### src/rtl/sub_defs.sv
// Shared definitions for the bit-serial subtractor.
//   state_t            : FSM state encoding (IDLE / SHIFT / DONE)
//   SUB_WIDTH_DEFAULT  : default operand width
package sub_defs;

    typedef enum logic [1:0] {
        ST_IDLE  = 2'd0,
        ST_SHIFT = 2'd1,
        ST_DONE  = 2'd2
    } state_t;

    localparam int SUB_WIDTH_DEFAULT = 8;

endpackage

### src/rtl/serial_subtractor_if.sv
// Start/done handshake bundle for the bit-serial subtractor.
//   start, a, b                      : request and operands (master -> slave)
//   busy, done, diff, borrow, overflow : status and result (slave -> master)
interface serial_subtractor_if #(
    parameter int WIDTH = sub_defs::SUB_WIDTH_DEFAULT
);
    logic             start;
    logic [WIDTH-1:0] a;
    logic [WIDTH-1:0] b;
    logic             busy;
    logic             done;
    logic [WIDTH-1:0] diff;
    logic             borrow;
    logic             overflow;

    modport master (
        output start, a, b,
        input  busy, done, diff, borrow, overflow
    );

    modport slave (
        input  start, a, b,
        output busy, done, diff, borrow, overflow
    );
endinterface

### src/rtl/full_adder.sv
// Single-bit full adder.
//   a, b, cin : addend bits and carry in
//   sum, cout : sum bit and carry out
module full_adder (
    input  logic a,
    input  logic b,
    input  logic cin,
    output logic sum,
    output logic cout
);
    assign sum  = a ^ b ^ cin;
    assign cout = (a & b) | (a & cin) | (b & cin);
endmodule

### src/rtl/serial_subtractor.sv
// Bit-serial LSB-first subtractor: diff = a - b mod 2^WIDTH, one bit per
// clock through a single full_adder (b inverted, carry preset to 1).
//   clk    : clock, rising edge
//   reset  : synchronous active-high, returns to IDLE and clears outputs
//   bus    : slave side of serial_subtractor_if (start/a/b in,
//            busy/done/diff/borrow/overflow out)
module serial_subtractor
    import sub_defs::*;
#(
    parameter int WIDTH = SUB_WIDTH_DEFAULT
) (
    input logic                clk,
    input logic                reset,
    serial_subtractor_if.slave bus
);
    localparam int             CNT_W    = $clog2(WIDTH);
    localparam logic [CNT_W-1:0] CNT_LAST = CNT_W'(WIDTH - 1);

    state_t             state_q, state_d;
    logic [WIDTH-1:0]   a_q, a_d;
    logic [WIDTH-1:0]   b_q, b_d;
    logic [WIDTH-1:0]   d_q, d_d;
    logic               c_q, c_d;
    logic [CNT_W-1:0]   cnt_q, cnt_d;
    logic [WIDTH-1:0]   diff_q, diff_d;
    logic               borrow_q, borrow_d;
    logic               ovf_q, ovf_d;

    logic               fa_sum;
    logic               fa_cout;
    logic               last_bit;

    full_adder u_fa (
        .a    (a_q[0]),
        .b    (~b_q[0]),
        .cin  (c_q),
        .sum  (fa_sum),
        .cout (fa_cout)
    );

    assign last_bit = (cnt_q == CNT_LAST);

    // State register
    always_ff @(posedge clk) begin
        if (reset) begin
            state_q <= ST_IDLE;
        end else begin
            state_q <= state_d;
        end
    end

    // Next-state logic
    always_comb begin
        state_d = state_q;
        case (state_q)
            ST_IDLE:  if (bus.start) state_d = ST_SHIFT;
            ST_SHIFT: if (last_bit)  state_d = ST_DONE;
            ST_DONE:  state_d = ST_IDLE;
            default:  state_d = ST_IDLE;
        endcase
    end

    // Output decode
    always_comb begin
        bus.busy = (state_q == ST_SHIFT);
        bus.done = (state_q == ST_DONE);
    end

    // Datapath next values
    always_comb begin
        a_d      = a_q;
        b_d      = b_q;
        d_d      = d_q;
        c_d      = c_q;
        cnt_d    = cnt_q;
        diff_d   = diff_q;
        borrow_d = borrow_q;
        ovf_d    = ovf_q;
        case (state_q)
            ST_IDLE: begin
                if (bus.start) begin
                    a_d   = bus.a;
                    b_d   = bus.b;
                    c_d   = 1'b1;
                    cnt_d = '0;
                end
            end
            ST_SHIFT: begin
                a_d   = a_q >> 1;
                b_d   = b_q >> 1;
                d_d   = {fa_sum, d_q[WIDTH-1:1]};
                c_d   = fa_cout;
                cnt_d = cnt_q + CNT_W'(1);
                if (last_bit) begin
                    cnt_d    = '0;
                    // Result register is separate from D so the outputs
                    // stay stable through the next operation's SHIFT.
                    diff_d   = {fa_sum, d_q[WIDTH-1:1]};
                    borrow_d = ~fa_cout;
                    // c_q is the carry into the MSB, fa_cout the carry out.
                    ovf_d    = c_q ^ fa_cout;
                end
            end
            default: ;
        endcase
    end

    // Operand and partial-difference shift registers need no reset.
    always_ff @(posedge clk) begin
        a_q <= a_d;
        b_q <= b_d;
        d_q <= d_d;
    end

    always_ff @(posedge clk) begin
        if (reset) begin
            c_q      <= 1'b0;
            cnt_q    <= '0;
            diff_q   <= '0;
            borrow_q <= 1'b0;
            ovf_q    <= 1'b0;
        end else begin
            c_q      <= c_d;
            cnt_q    <= cnt_d;
            diff_q   <= diff_d;
            borrow_q <= borrow_d;
            ovf_q    <= ovf_d;
        end
    end

    assign bus.diff     = diff_q;
    assign bus.borrow   = borrow_q;
    assign bus.overflow = ovf_q;

endmodule

### src/flat_wrapper.sv
// flat-port wrapper written by rule: the top's interface ports become plain ports
module serial_subtractor_flat import sub_defs::*;
#(
    parameter int WIDTH = SUB_WIDTH_DEFAULT
)
  (clk, reset, bus_start, bus_a, bus_b, bus_busy, bus_done, bus_diff, bus_borrow, bus_overflow);
  serial_subtractor_if #(.WIDTH(WIDTH)) bus_i ();
  input logic clk;
  input logic reset;
  input wire logic [$bits(bus_i.start)-1:0] bus_start;
  input wire logic [$bits(bus_i.a)-1:0] bus_a;
  input wire logic [$bits(bus_i.b)-1:0] bus_b;
  output wire logic [$bits(bus_i.busy)-1:0] bus_busy;
  output wire logic [$bits(bus_i.done)-1:0] bus_done;
  output wire logic [$bits(bus_i.diff)-1:0] bus_diff;
  output wire logic [$bits(bus_i.borrow)-1:0] bus_borrow;
  output wire logic [$bits(bus_i.overflow)-1:0] bus_overflow;
  assign bus_i.start = bus_start;
  assign bus_i.a = bus_a;
  assign bus_i.b = bus_b;
  assign bus_busy = bus_i.busy;
  assign bus_done = bus_i.done;
  assign bus_diff = bus_i.diff;
  assign bus_borrow = bus_i.borrow;
  assign bus_overflow = bus_i.overflow;
  serial_subtractor #(.WIDTH(WIDTH)) u_core (.clk(clk), .reset(reset), .bus(bus_i));
endmodule
### config.mk
export PLATFORM = sky130hd
export DESIGN_NAME = serial_subtractor_flat
export DESIGN_NICKNAME = d
export VERILOG_FILES = /design/src/rtl/sub_defs.sv /design/src/rtl/serial_subtractor_if.sv /design/src/rtl/full_adder.sv /design/src/rtl/serial_subtractor.sv /design/src/flat_wrapper.sv
export SDC_FILE = /design/constraint.sdc
export NUM_CORES = 1
export LEC_CHECK = 0
export ABC_AREA = 1
export CELL_PAD_IN_SITES_DETAIL_PLACEMENT = 1
export CELL_PAD_IN_SITES_GLOBAL_PLACEMENT = 1
export CORE_UTILIZATION = 44
export CTS_BUF_LIST = sky130_fd_sc_hd__clkbuf_4
export CTS_CLUSTER_SIZE = 10
export DETAILED_ROUTE_END_ITERATION = 8
export GPL_TIMING_DRIVEN = 0
export PLACE_DENSITY_LB_ADDON = 0.1
export SYNTH_ARGS = -nofsm -noshare
export SYNTH_HDL_FRONTEND = slang
export SYNTH_HIERARCHICAL = 1
export SYNTH_SLANG_ARGS = --single-unit
### constraint.sdc
create_clock -name clk -period 3.8 [get_ports clk]
set_clock_uncertainty 0.2 [all_clocks]
set_input_delay 0.95 -clock clk [delete_from_list [all_inputs] [get_ports clk]]
set_output_delay 0.95 -clock clk [all_outputs]
set_load 0.05 [all_outputs]
==> key figures <==
Run status
  – Status: finished, final reports clean

Placed design
  – Post-DP HPWL: 2280 um
  – Buffers on Ports: 30
  – Routability congestion estimate: 0.767

Global route
  – Total congestion overflow: 0
  – Vias in the first global route: 1,221
  – Largest net degree at the start of global routing: 19
  – Antenna violations before repair: 0
  – First-pass GRT wire length: 5570 um
  – Gr usage total: 0.190

Route
  – Routed len/inst: 13.4 um
  – Number of remaining DRC errors: 0
  – Via/cell ratio: 4.83
  – DR iter-0 viols: 43
  – Final ANT Viol Nets: 0
  – TritonRoute pass-1 iters: 4
  – Final WL: 3220 um
  – Vias: 1,158

Clock tree
  – Clock transition at path regs: 0.10 ns
  – Worst-case clock buffer depth: 2
  – Setup Fix Bufs, Post-CTS: 0
  – Worst-Skew Late Latency: 0.35 ns
  – Htree depth: 2
  – Post-CTS Hold Buffers: 0
  – CTS Buf Count: 5
  – PostCTS Resize Cnt: 0
  – Clock tree sinks: 39
  – TritonCTS clock tree: yes
  – Root buffer cell: clkbuf_4

Worst setup path
  – Crit Path Class: reg2out
  – CP Capture Type: output pin
  – Startpoint types: flip-flop
  – Required time worst endpoint: 2.65 ns
  – Slowest stage delay, CP: 0.85 ns
  – Slowest stage cell, crit path: clkdlybuf4s50_1
  – CP Data Arrival Time: 2.03 ns
  – Max FO, Critical Path: 17
  – Worst Reg-to-Reg Cells: 6
  – Cell Chain, Critical Path: nand2_2 -> inv_2 -> buf_4 -> clkdlybuf4s50_1

Yosys
  – Ys async rst share: 0
  – Dominant synthesized flop cell: edfxtp_1
  – Most common cell in the netlist: nand2_1
  – Commonest cells post-synth: nand2_1 (38), nor2_1 (27), edfxtp_1 (23), dfxtp_1 (16), nand2_2 (12)
  – YS warnings: 6
  – Mapped Avg Cell Area: 10.3 um2
  – Mapped Nets: 178
  – Post-synthesis sequential area ratio: 0.630
  – Share of Yosys cell area claimed by the top area cell type: 0.430
  – Largest cells by area after synthesis: edfxtp_1 (43%), dfxtp_1 (20%), nand2_1 (8.9%)
  – Unique cell type count in the Yosys netlist: 19
  – Synth Register Bits: 39
  – Post-synth EDFFs: 23
  – Yosys top cell by area: edfxtp_1
  – Cells after synthesis: 156
  – Syn Std Cell Area: 0.00161 mm2

Floorplan
  – Die Ht: 62.4 um
  – Starting Density: 0.470
  – Die footprint: 0.00389 mm2
  – Floorplan row count: 21
  – I/O pin cnt: 31
  – Die X: 62.4 um
  – Core area: 0.00342 mm2

Worst hold path
  – Hold depth: 0
  – Hold crit path type: reg2reg

Cells and area
  – Area grow syn2layout: 25.6%
  – # nets final: 215
  – Share of cells above drive strength 1: 0.165
  – Ant. Diodes: 0
  – Fill cell count: 398
  – Post-layout util: 0.590

Timing
  – Setup TNS: 0 ns
  – Max Fclk: 315 MHz
  – Fin. max-slew vios: 0
  – Final cycle utilization of the critical path: 0.836
  – RSZ-0062 raised after global routing: false
  – Slew Limit Headroom: 0.658
  – Setup-failing EPs final: 0
  – Final Hold Fails: 0
  – Actual slew at the worst max-slew pin: 0.511 ns
  – Fin crit period: 3.18 ns

Pwr
  – Cell Pwr Density: 392 mW/mm2
  – Tot Pwr: 0.000789 W
  – Worst IR Drop VDD: 0.000176 V
  – Leak: 0.827 nW

Run
  – Max cap viols: 0
[worst paths after layout]
kind / startpoint / to / slack, ns
worst min-delay path: u_core/d_q[6]$_DFFE_PN_ / u_core/d_q[5]$_DFFE_PN_ / 0.26
worst max-delay path: u_core/state_q[0]$_SDFFE_PP0P_ / bus_busy / 0.62
worst min register to register: u_core/d_q[6]$_DFFE_PN_ / u_core/d_q[5]$_DFFE_PN_ / 0.26
worst max register to register: u_core/cnt_q[0]$_SDFFE_PP0P_ / u_core/bus.borrow$_SDFFE_PP0P_ / 2.23
[flip-flops by register name (all words and copies together) (netlist names)]
register / flops
u_core/a_q: 8
u_core/b_q: 8
u_core/bus.diff: 8
u_core/d_q: 7
u_core/cnt_q: 3
u_core/state_q: 2
u_core/bus.borrow: 1
u_core/bus.overflow: 1
u_core/c_q: 1
[cell families after synthesis]
| logic type | synth area share |
|---|---|
| simple gates | 0.225 |
| flops | 0.630 |
| buf+inv | 0.0647 |
| compound gates | 0.0522 |
| fa+ha+maj | 0.0281 |
[metrics by stage]
step	instance area [um2]	std cells	hold slack (ns)	setup WS, ns
6_report	2020	240	0.264	0.623
4_1_cts	2020	240	0.274	0.582
3_5_place_dp	1960	232	0.249	0.991
2_1_floorplan	1610	156	0.227	1.65
3_3_place_gp	1960	232	0.235	1.03
5_1_grt	2020	240	0.293	0.516
[cell type report]
cell class                      count  area (um2)  area share
Timing Repair Buffer               30         300       0.149
Clock buffer                        6        45.0      0.0223
Inverter                           10        37.5      0.0186
Sequential cell                    39        1010       0.502
Buffer                              6        66.3      0.0329
Tap cell                           46        57.6      0.0286
Multi-Input combinational cell    101         490       0.243
Clock inverter                      2        7.51     0.00372
[worst max-delay path, delay by kind of cell (launching register included)]
| kind | cells | cell delay (ns) |
|---|---|---|
| buffers and inverters | 3 | 1.17 |
| DFF | 1 | 0.42 |
| and+or+nand+nor | 1 | 0.10 |
[power by group]
group	total [W]	switching (W)	internal (W)	leakage [nW]
Sequential	0.000493	0.0000122	0.000481	0.360
Clock	0.000205	0.000129	0.0000758	0.0307
Combinational	0.0000917	0.0000494	0.0000423	0.436
Total	0.000789	0.000190	0.000599	0.827
[layout by cell type (no fill, tap or decap), types with 4 or more instances in the layout]
cell             count
a21oi_1              4
clkbuf_4             6
clkdlybuf4s50_1     30
dfxtp_1             16
edfxtp_1            23
inv_1                6
inv_2                4
nand2_1             38
nand2_2             12
nor2_1              27
o21ai_1             11
[layer usage]
metal | global-route usage | part of all wire | vias up
met3 | 0.0602 | 0.043 | 6
met5 | 0 | 0 | -
met2 | 0.342 | 0.52 | 26
met1 | 0.210 | 0.42 | 548
li1 | - | - | 578
met4 | 0.0610 | 0.013 | 0
(Power assumes the default switching activity.)
